## config.mk

```make
export PLATFORM = sky130hd
export DESIGN_NAME = pc_fetch_seq
export DESIGN_NICKNAME = d
export VERILOG_FILES = /design/src/rtl/pc_fetch_seq.sv
export SDC_FILE = /design/constraint.sdc
export NUM_CORES = 1
export LEC_CHECK = 0
export BUFFER_PORTS_ARGS = -buffer_cell sky130_fd_sc_hd__buf_2
export CELL_PAD_IN_SITES_DETAIL_PLACEMENT = 1
export CELL_PAD_IN_SITES_GLOBAL_PLACEMENT = 1
export CORE_MARGIN = 3
export CORE_UTILIZATION = 40
export DETAILED_ROUTE_END_ITERATION = 8
export HOLD_SLACK_MARGIN = 0.08
export PLACE_DENSITY_LB_ADDON = 0.15
export SKIP_LAST_GASP = 1
export SYNTH_ARGS = -nofsm -noshare
export SYNTH_HDL_FRONTEND = slang
export SYNTH_SLANG_ARGS = --single-unit
export TNS_END_PERCENT = 100
```

## constraint.sdc

```tcl
create_clock -name clk -period 22.1 [get_ports clk]
set_clock_uncertainty 0.05 [all_clocks]
set_input_delay 3.315 -clock clk [delete_from_list [all_inputs] [get_ports clk]]
set_output_delay 3.315 -clock clk [all_outputs]
set_load 0.02 [all_outputs]
```

## src/rtl/pc_fetch_seq.sv

```systemverilog
// rtl/pc_fetch_seq.sv - byte-serial Y86-64 instruction fetch sequencer (IDLE/FETCH/DONE)
// Optional FETCH_BOUNDS_CHECK_EN: addresses at or beyond IMEM_BYTES end the fetch with imem_error.
module pc_fetch_seq #(
  parameter logic [63:0] RESET_PC   = 64'h0,
  parameter int          IMEM_BYTES = 1024
) (
  input  logic        clk,
  input  logic        rst,
  input  logic        start,
  input  logic [63:0] PC_new,
  output logic        imem_req,
  output logic [63:0] imem_addr,
  input  logic        imem_ack,
  input  logic [7:0]  imem_data,
  input  logic        imem_err,
  output logic [63:0] PC,
  output logic [3:0]  icode,
  output logic [3:0]  ifun,
  output logic [3:0]  rA,
  output logic [3:0]  rB,
  output logic [63:0] valC,
  output logic [63:0] valP,
  output logic        instr_valid,
  output logic        busy,
  output logic        imem_error,
  output logic        instr_invalid
);

  typedef enum logic [1:0] {S_IDLE, S_FETCH, S_DONE} state_t;

  state_t      r_state, w_next;
  logic        r_boot;
  logic [63:0] r_pc, r_valc, r_valp;
  logic [3:0]  r_idx, r_len, r_icode, r_ifun, r_ra, r_rb;
  logic        r_err, r_inv;

  logic [63:0] w_addr;
  logic        w_oob, w_req, w_ack, w_last, w_load;
  logic [3:0]  w_len0, w_cur_len;
  logic [2:0]  w_off;
  logic [5:0]  w_sh;

  function automatic logic [3:0] f_len(input logic [3:0] hi);
    case (hi)
      4'h0, 4'h1, 4'h9:       f_len = 4'd1;
      4'h2, 4'h6, 4'hA, 4'hB: f_len = 4'd2;
      4'h7, 4'h8:             f_len = 4'd9;
      4'h3, 4'h4, 4'h5:       f_len = 4'd10;
      default:                f_len = 4'd1;
    endcase
  endfunction

  assign w_addr = r_pc + {60'b0, r_idx};

`ifdef FETCH_BOUNDS_CHECK_EN
  assign w_oob = (w_addr >= 64'(IMEM_BYTES));
`else
  // Never true for a legal configuration; the memory size is irrelevant here.
  assign w_oob = (IMEM_BYTES < 0);
`endif

  assign w_req     = (r_state == S_FETCH) && !w_oob;
  assign w_ack     = w_req && imem_ack;
  assign w_len0    = f_len(imem_data[7:4]);
  assign w_cur_len = (r_idx == 4'd0) ? w_len0 : r_len;
  assign w_last    = w_ack && (imem_err || (r_idx == w_cur_len - 4'd1));
  assign w_load    = start && (r_state != S_FETCH);
  // valC byte lane: immediates start at byte 1 (length 9) or byte 2 (length 10)
  assign w_off     = 3'(r_idx - ((r_len == 4'd9) ? 4'd1 : 4'd2));
  assign w_sh      = {w_off, 3'b000};

  always_ff @(posedge clk or posedge rst) begin
    if (rst) r_state <= S_IDLE;
    else     r_state <= w_next;
  end

  always_comb begin
    w_next = r_state;
    case (r_state)
      S_IDLE:  if (r_boot || start) w_next = S_FETCH;
      S_FETCH: if (w_oob || w_last) w_next = S_DONE;
      S_DONE:  if (start) w_next = S_FETCH;
      default: w_next = S_IDLE;
    endcase
  end

  always_ff @(posedge clk or posedge rst) begin
    if (rst) begin
      r_boot  <= 1'b1;
      r_pc    <= RESET_PC;
      r_idx   <= 4'd0;
      r_len   <= 4'd1;
      r_icode <= 4'h0;
      r_ifun  <= 4'h0;
      r_ra    <= 4'hF;
      r_rb    <= 4'hF;
      r_valc  <= 64'd0;
      r_valp  <= 64'd0;
      r_err   <= 1'b0;
      r_inv   <= 1'b0;
    end else begin
      r_boot <= 1'b0;
      if (w_load) begin
        r_pc    <= PC_new;
        r_idx   <= 4'd0;
        r_icode <= 4'h0;
        r_ifun  <= 4'h0;
        r_ra    <= 4'hF;
        r_rb    <= 4'hF;
        r_valc  <= 64'd0;
        r_valp  <= 64'd0;
        r_err   <= 1'b0;
        r_inv   <= 1'b0;
      end else if (r_state == S_FETCH) begin
        if (w_oob) begin
          r_err <= 1'b1;
        end else if (w_ack) begin
          if (imem_err) begin
            r_err <= 1'b1;
          end else begin
            r_idx <= r_idx + 4'd1;
            if (r_idx == 4'd0) begin
              r_icode <= imem_data[7:4];
              r_ifun  <= imem_data[3:0];
              r_len   <= w_len0;
              r_valp  <= r_pc + {60'b0, w_len0};
              r_inv   <= (imem_data[7:4] >= 4'hC);
            end else if (r_idx == 4'd1 && (r_len == 4'd2 || r_len == 4'd10)) begin
              r_ra <= imem_data[7:4];
              r_rb <= imem_data[3:0];
            end else begin
              r_valc[w_sh +: 8] <= imem_data;
            end
          end
        end
      end
    end
  end

  assign imem_req      = w_req;
  assign imem_addr     = w_addr;
  assign PC            = r_pc;
  assign icode         = r_icode;
  assign ifun          = r_ifun;
  assign rA            = r_ra;
  assign rB            = r_rb;
  assign valC          = r_valc;
  assign valP          = r_valp;
  assign instr_valid   = (r_state == S_DONE);
  assign busy          = (r_state == S_FETCH);
  assign imem_error    = r_err;
  assign instr_invalid = r_inv;

endmodule

```

==> reports/metrics.yaml, run 1 <==
critical_path:
  crit_path_cell_trace: "ha_1 -> nand2_1 -> o21ai_1 -> nand3_2 -> or3_1 -> nor4_2 -> xor2_1 -> buf_2"
  path_buf_inv: 1
  required_ps: 18740
  reg2reg_depth: 10
  cp-endpoint: "imem_addr[49]"
  crit_fanout: 10
  setup.worst_path.start_class: "flip-flop"
  crit_slowest_cell: "dfrtp_1"
  arrival_ps: 3590
  r2r_start: "r_len[1]"
  r2r_slack_ps: 18660
  critPathTopFamily: "simple AND/OR/NAND/NOR gates"
  rr_endpoint: "valC[39]"
  crit_type: "flip-flop to output port"
  critPathMaxStageDelay_ps: 540
  worstSetupEndpointType: "output port"
  crit_start: "r_idx[2]"
  cp.depth: 8
global_route:
  grt_max_degree: 109
  grt_pass1_wl_um: 67020
  grt_pass1_vias: 11190
  grt_use_total: 0.2732
  overflow: 0
  antenna_found_initial: 2
floorplanning:
  coreArea_mm2: 0.02886
  io_pins: 354
  rows: 62
  start_util: 0.4078
  die_width_um: 177.5
  dieArea_mm2: 0.03152
  dieHeight_um: 177.5
placement:
  io_buffers: 353
  placed_area_mm2: 0.01365
  place_congestion: 0.8826
  hpwl_um: 32330
  dp_slack_ps: 14990
final_layout:
  final_area_mm2: 0.01457
  drive_above_1_share: 0.2836
  layout.cells.most_common: "buf_2"
  fin_nets: 1675
  fillers: 3479
  area_growth_pct: 23.76
  final_cell_mix: "buf_2, nand2_1, dfrtp_1"
routing:
  post_drt_wl_per_cell_um: 22.23
  drc_errors: 0
  routed_wl_um: 44150
  dr.pass1.iters: 5
  vias: 10670
  vias_per_cell: 5.372
  drtAntennaViolNets: 0
  drt_iter0_drc: 743
sta:
  relSlewSlack: 0.2394
  tns_ps: 0
  period_needed_ps: 6958
  fin_ws_ps: 15140
  holdWs_ps: 427.9
  min_period_over_period: 0.3148
  slew_viol_final: 0
  worstMarginPinSlew_ps: 1141
  clock.fmax_mhz: 143.7
  hold_viol_final: 0
  grt_setup_unrepaired: "no"
  final-setup-viol-count: 0
clocking:
  cts.sinks: 221
  cts_resized: 0
  h-tree-depth: 1
  cts_tree: "done"
  post-cts-setup-buffer-count: 0
  clockRootBuffer: "clkbuf_16"
  path_clk_slew_ps: 60
  cts_buffer_depth: 3
  cts_buffers: 27
  hold_buffers: 0
  clk_latency_ps: 550
pwr:
  finalPower_mw: 2.161
  peakVddDrop_mv: 0.08000
  power.leakage_nw: 7.325
  power_density_mw_per_mm2: 148.4
logic_synthesis:
  synth_area_mm2: 0.01177
  ys_seq_elements: 221
  synthFlopType: "dfrtp_1"
  syn_inst: 1295
  synth_cell_types: 66
  syn_avg_cell_area_um2: 9.088
  synth_nets: 1389
  synth_edf_count: 0
  ys_seq_area_frac: 0.4710
  async_flop_share: 1.000
  yosys_warnings: 0
run_status:
  status: "completed"
min_path:
  min_path_type: "flip-flop to flip-flop"
flow_run:
  cap_violations: 0
cells by family (layout without fill, tap and decap cells):
family,Yosys count,in the layout,share of synthesized area
compound gates,132,132,0.07623
xor+xnor,131,131,0.09749
fa+ha+maj,17,17,0.01999
buf+inv,126,432,0.04603
flops,221,221,0.4710
mux,45,45,0.03827
other cells,1,2,0.0003186
simple gates,622,622,0.2507
area by class of cell:
cell class / instances / area [µm²] / area share
Antenna cell: 1 / 2.502 / 0.0001718
Clock buffer: 33 / 738.2 / 0.05068
Timing Repair Buffer: 363 / 1842 / 0.1265
Sequential cell: 221 / 5543 / 0.3806
Multi-Input combinational cell: 948 / 5707 / 0.3918
Inverter: 20 / 82.58 / 0.005670
Tap cell: 384 / 480.5 / 0.03299
Clock inverter: 16 / 170.2 / 0.01168
metrics by stage:
step / util / cells
final: 0.5047 / 1986
after CTS: 0.5046 / 1985
after global placement: 0.4732 / 1936
after floorplan: - / 1295
after global routing: 0.5047 / 1986
after detailed placement: 0.4732 / 1936
flip-flops by register name, summed over array words and instances, names as in the netlist, 2 cells and up:
| register | cells |
|---|---|
| valC | 64 |
| icode | 4 |
| r_state | 2 |
| ifun | 4 |
| PC | 64 |
| valP | 64 |
| r_idx | 4 |
| rA | 4 |
| rB | 4 |
| r_len | 4 |
worst min path at each step:
stage / cells past startpoint / endpoint / startpoint
final: 2 / valP[31] / valP[31]
after global routing: 1 / valC[8] / valC[8]
after CTS: 2 / valP[30] / valP[30]
after detailed placement: 2 / valP[30] / valP[30]
after global placement: 2 / valP[45] / valP[45]
after floorplan: 2 / r_len[3] / r_len[3]
where the power goes:
group          switching [mW]  total [mW]  internal (mW)
Combinational           0.640       0.948          0.308
Sequential              0.222       0.758          0.536
Clock                   0.183       0.455          0.272
synth_stat cells, types with 24 or more instances:
master    number  share of area
clkbuf_1      61          0.019
mux2i_1       45          0.038
xnor2_1       75          0.056
a32o_1        24          0.020
nor3_1        32          0.014
dfrtp_1      211           0.45
nand2_1      285          0.091
nor2_1        97          0.031
nand3_1       84          0.036
o21ai_0       61          0.026
nand4_1       34          0.018
xor2_1        56          0.042
routing by layer:
metal / up-vias / global-route usage / part of all wire
met1: 5282 / 0.3742 / 0.44
met3: 75 / 0.06162 / 0.072
met4: 2 / 0.08704 / 0.032
met2: 353 / 0.4311 / 0.45
li1: 4956 / - / -
met5: - / 0 / 0.00018
tightest hold or removal path, cell delays in order, from the launching register on:
cell     delay (ps)
dfrtp_1         340
nand2_1          40
o21ai_0          60
(Power assumes the default switching activity.)
==> inputs of run 2 (changes only) <==
--- a/config.mk
+++ b/config.mk
@@ -9,7 +9,7 @@
 export CELL_PAD_IN_SITES_DETAIL_PLACEMENT = 1
 export CELL_PAD_IN_SITES_GLOBAL_PLACEMENT = 1
 export CORE_MARGIN = 3
-export CORE_UTILIZATION = 40
+export CORE_UTILIZATION = 39
 export DETAILED_ROUTE_END_ITERATION = 8
 export HOLD_SLACK_MARGIN = 0.08
 export PLACE_DENSITY_LB_ADDON = 0.15
==> constraint.sdc (replaced) <==
create_clock -name clk -period 7.2 [get_ports clk]
set_clock_uncertainty 0.05 [all_clocks]
set_input_delay 1.08 -clock clk [delete_from_list [all_inputs] [get_ports clk]]
set_output_delay 1.08 -clock clk [all_outputs]
set_load 0.02 [all_outputs]
==> run 2 against run 1 <==
Clock power rose to 3.1 times the previous value; global-route usage fell by 0.50 points; sequential share of layout area fell by 0.065 points; core utilization fell by 0.58 points; worst setup slack got worse by 13000 ps; die area rose by 2.5%.
==> reports/metrics.yaml, run 2 (synthesized netlist as in run 1, its figures left out) <==
run_status:
  status: "completed"
floorplanning:
  coreArea_mm2: 0.02925
  start_util: 0.4024
  dieHeight_um: 179.7
  io_pins: 354
  die_width_um: 179.7
  rows: 62
  dieArea_mm2: 0.03230
clocking:
  cts_buffers: 26
  path_clk_slew_ps: 60
  hold_buffers: 0
  cts_resized: 0
  cts.sinks: 221
  h-tree-depth: 1
  cts_buffer_depth: 3
  clk_latency_ps: 540
  cts_tree: "done"
  post-cts-setup-buffer-count: 0
  clockRootBuffer: "clkbuf_16"
sta:
  relSlewSlack: 0.2256
  slew_viol_final: 0
  min_period_over_period: 0.6730
  hold_viol_final: 0
  final-setup-viol-count: 0
  period_needed_ps: 4845
  grt_setup_unrepaired: "no"
  worstMarginPinSlew_ps: 1153
  holdWs_ps: 431.2
  tns_ps: 0
  clock.fmax_mhz: 206.4
critical_path:
  r2r_slack_ps: 3740
  r2r_start: "PC[23]"
  setup.worst_path.start_class: "flip-flop"
  reg2reg_depth: 6
  arrival_ps: 3720
  cp-endpoint: "imem_addr[44]"
  crit_start: "PC[23]"
  rr_endpoint: "valP[32]"
  crit_type: "flip-flop to output port"
  required_ps: 6070
  crit_fanout: 8
  worstSetupEndpointType: "output port"
global_route:
  grt_pass1_wl_um: 69200
  antenna_found_initial: 2
  grt_use_total: 0.2682
  grt_pass1_vias: 11260
  grt_max_degree: 106
  overflow: 0
placement:
  hpwl_um: 32880
  io_buffers: 353
  place_congestion: 0.8788
routing:
  post_drt_wl_per_cell_um: 22.65
  drt_iter0_drc: 658
  drtAntennaViolNets: 0
  dr.pass1.iters: 5
  vias: 10820
  drc_errors: 0
  vias_per_cell: 5.443
  routed_wl_um: 45020
pwr:
  peakVddDrop_mv: 0.2300
  power_density_mw_per_mm2: 455.6
  power.leakage_nw: 7.339
final_layout:
  layout.cells.most_common: "buf_2"
  fin_nets: 1675
  final_cell_mix: "buf_2, nand2_1, dfrtp_1"
  final_core_util: 0.4989
  drive_above_1_share: 0.2829
  area_growth_pct: 23.97
flow_run:
  cap_violations: 0
min_path:
  min_path_type: "flip-flop to flip-flop"
-- run 2: worst min path at each step --
stage	startpoint	cells past startpoint	slack (ps)	end
after floorplan	r_len[3]	2	440	r_len[3]
after global routing	valC[26]	1	450	valC[26]
after detailed placement	valP[35]	2	420	valP[35]
after global placement	valP[35]	2	410	valP[35]
after CTS	valP[35]	2	440	valP[35]
final	valP[47]	2	430	valP[47]
-- run 2: layout make-up --
cell class	instances	area, µm²
Sequential cell	221	5543
Clock inverter	10	131.4
Timing Repair Buffer	364	1849
Inverter	20	82.58
Fill cell	3489	14660
Multi-Input combinational cell	948	5709
Clock buffer	38	787.0
Antenna cell	3	7.507
Tap cell	384	480.5
-- run 2: report_power, final --
| part | switching, mW | internal (mW) | leakage (nW) |
|---|---|---|---|
| clock network | 0.544 | 0.862 | 0.454 |
| logic | 1.97 | 0.948 | 3.97 |
| registers | 0.673 | 1.65 | 2.91 |
| total | 3.19 | 3.46 | 7.34 |
-- run 2: per-stage QoR --
step	instance area [µm²]	setup slack [ps]	power, mW	std cells
2_1_floorplan	11770	37.14	4.082	1295
3_3_place_gp	13660	2507	5.190	1937
3_5_place_dp	13660	2317	5.264	1937
4_1_cts	14580	2344	6.695	1985
5_1_grt	14590	2266	7.049	1987
6_report	14590	2355	6.648	1988
-- run 2: layer usage --
metal	vias up	GRT usage	part of all wire
met2	420	0.4181	0.45
met4	0	0.09808	0.039
met3	87	0.06730	0.081
met5	-	0	0
li1	4951	-	-
met1	5362	0.3639	0.43
-- run 2: critical path: stages, from the launching register on --
cell and delay, ps:
dfrtp_1 570, nand4_1 320, nor3_1 1000, nand3_1 390, nor3_1 540, xor2_1 180
buf_2 180
==> inputs of run 3 (changes only) <==
==> constraint.sdc (replaced) <==
create_clock -name clk -period 4.8 [get_ports clk]
set_clock_uncertainty 0.05 [all_clocks]
set_input_delay 0.72 -clock clk [delete_from_list [all_inputs] [get_ports clk]]
set_output_delay 0.72 -clock clk [all_outputs]
set_load 0.02 [all_outputs]
==> run 3 against run 2 <==
Non-clock buffer count up 7; critical path depth up 4; combinational power up 52%; worst setup slack worse by 1900 ps.
==> reports/metrics.yaml, run 3 (synthesized netlist as in run 1, its figures left out) <==
run_status:
  status: "completed"
clocking:
  post-cts-setup-buffer-count: 0
  cts_resized: 0
  cts.sinks: 221
  cts_tree: "done"
  path_clk_slew_ps: 60
  hold_buffers: 0
  h-tree-depth: 1
  cts_buffer_depth: 3
  clk_latency_ps: 530
  cts_buffers: 27
  clockRootBuffer: "clkbuf_16"
placement:
  io_buffers: 353
  hpwl_um: 32680
  place_congestion: 0.8683
sta:
  grt_setup_unrepaired: "no"
  worstMarginPinSlew_ps: 1048
  clock.fmax_mhz: 229.6
  tns_ps: 0
  final-setup-viol-count: 0
  period_needed_ps: 4355
  relSlewSlack: 0.3015
  holdWs_ps: 292.0
  slew_viol_final: 0
  min_period_over_period: 0.9073
  hold_viol_final: 0
routing:
  vias: 10840
  drtAntennaViolNets: 0
  post_drt_wl_per_cell_um: 22.48
  drt_iter0_drc: 656
  drc_errors: 0
  vias_per_cell: 5.444
  dr.pass1.iters: 5
  routed_wl_um: 44780
global_route:
  antenna_found_initial: 0
  grt_max_degree: 142
  busiest_layer: "met2"
  met1_usage: 0.3751
  grt_pass1_wl_um: 69410
  grt_use_met2: 0.4329
  grt_use_total: 0.2691
  grt_pass1_vias: 11170
  grtUsageMet3: 0.05376
  overflow: 0
pwr:
  power.leakage_nw: 7.388
  p_int_mw: 5.288
  finalPower_mw: 10.10
  power.clock.fraction: 0.219
  p_sw_frac: 0.4766
  power_frac_seq: 0.341
  peakVddDrop_mv: 0.3155
  power.switching_mw: 4.816
  p_comb_frac: 0.440
  power_density_mw_per_mm2: 688.3
critical_path:
  arrival_ps: 3590
  rr_endpoint: "valC[4]"
  crit_slowest_cell: "dfrtp_1"
  reg2reg_depth: 12
  required_ps: 4030
  r2r_start: "r_len[1]"
  crit_path_cell_trace: "ha_1 -> inv_1 -> fa_1 -> nor2b_1 -> o21a_1 -> o211a_1 -> nand3_1 -> nor4_1 -> xor2_1 -> buf_2"
  worstSetupEndpointType: "output port"
  r2r_slack_ps: 1350
  setup.worst_path.start_class: "flip-flop"
  crit_type: "flip-flop to output port"
  critPathMaxStageDelay_ps: 480
  crit_fanout: 6
floorplanning:
  rows: 62
  io_pins: 354
  dieArea_mm2: 0.03230
  coreArea_mm2: 0.02925
  die_width_um: 179.7
  start_util: 0.4024
  dieHeight_um: 179.7
final_layout:
  area_growth_pct: 24.73
  fillers: 3500
  final_cell_mix: "buf_2, nand2_1, dfrtp_1"
  ff_latch_area_mm2: 0.005543
  diodes: 0
  drive_above_1_share: 0.2861
  layout.cells.most_common: "buf_2"
  fin_nets: 1683
  multiInputGateArea_mm2: 0.005707
flow_run:
  cap_violations: 0
min_path:
  min_path_type: "primary input to async pin"
==> run 3: cell types whose count changed in the layout (fill, tap and decap cells not counted), moves of 2 or more <==
cell | before | now
diode_2 | 3 | 0
clkbuf_8 | 7 | 5
buf_4 | 11 | 17
bufinv_16 | 3 | 5
==> run 3: cell type report <==
type,count,share of cell area
Sequential cell,221,0.3776
Clock inverter,13,0.01364
Clock buffer,35,0.05148
Tap cell,384,0.03273
Multi-Input combinational cell,948,0.3888
Timing Repair Buffer,371,0.1304
Inverter,20,0.005370
==> run 3: worst max path at each step <==
stage | from | to | slack (ps) | cells past startpoint
2_1_floorplan | rst | PC[0] | 1160 | 1
3_3_place_gp | imem_data[5] | valP[56] | 460 | 12
3_5_place_dp | imem_data[5] | valP[56] | 270 | 12
4_1_cts | r_idx[0] | imem_addr[60] | 450 | 10
5_1_grt | r_idx[0] | imem_addr[60] | 230 | 10
6_report | r_idx[0] | imem_addr[60] | 440 | 10
==> run 3: stage by stage <==
step	cells	utilization	worst slack, ps	area, µm²
finish	1992	0.5019	444.9	14680
global route	1992	0.5019	234.1	14680
CTS	1992	0.5019	447.3	14680
detailed placement	1944	0.4692	273.9	13720
global placement	1944	0.4692	460.1	13720
floorplan	1295	-	1156	11770
==> run 3: routing by layer <==
layer / share of wire / up-vias
met3: 0.064 / 54
li1: - / 4962
met4: 0.027 / 0
met5: 0 / -
met2: 0.46 / 349
met1: 0.45 / 5479
==> run 3: power by group through the flow <==
stage          logic (mW)  registers, mW  clock network [mW]
2_1_floorplan        2.50           3.62                   0
3_3_place_gp         4.39           3.43                   0
3_5_place_dp         4.47           3.45                   0
4_1_cts              4.50           3.43                2.26
5_1_grt              4.84           3.54                2.35
6_report             4.45           3.44                2.21
==> run 3: worst max-delay path, delay by kind of cell, from the launching register on <==
family / cells / cell delay [ps]
flip-flops: 1 / 480
XOR/XNOR: 1 / 310
adder cells (fa/ha/maj): 2 / 640
buffers and inverters: 2 / 300
AND/OR/NAND/NOR: 3 / 750
AO/OA/AOI/OAI: 2 / 570
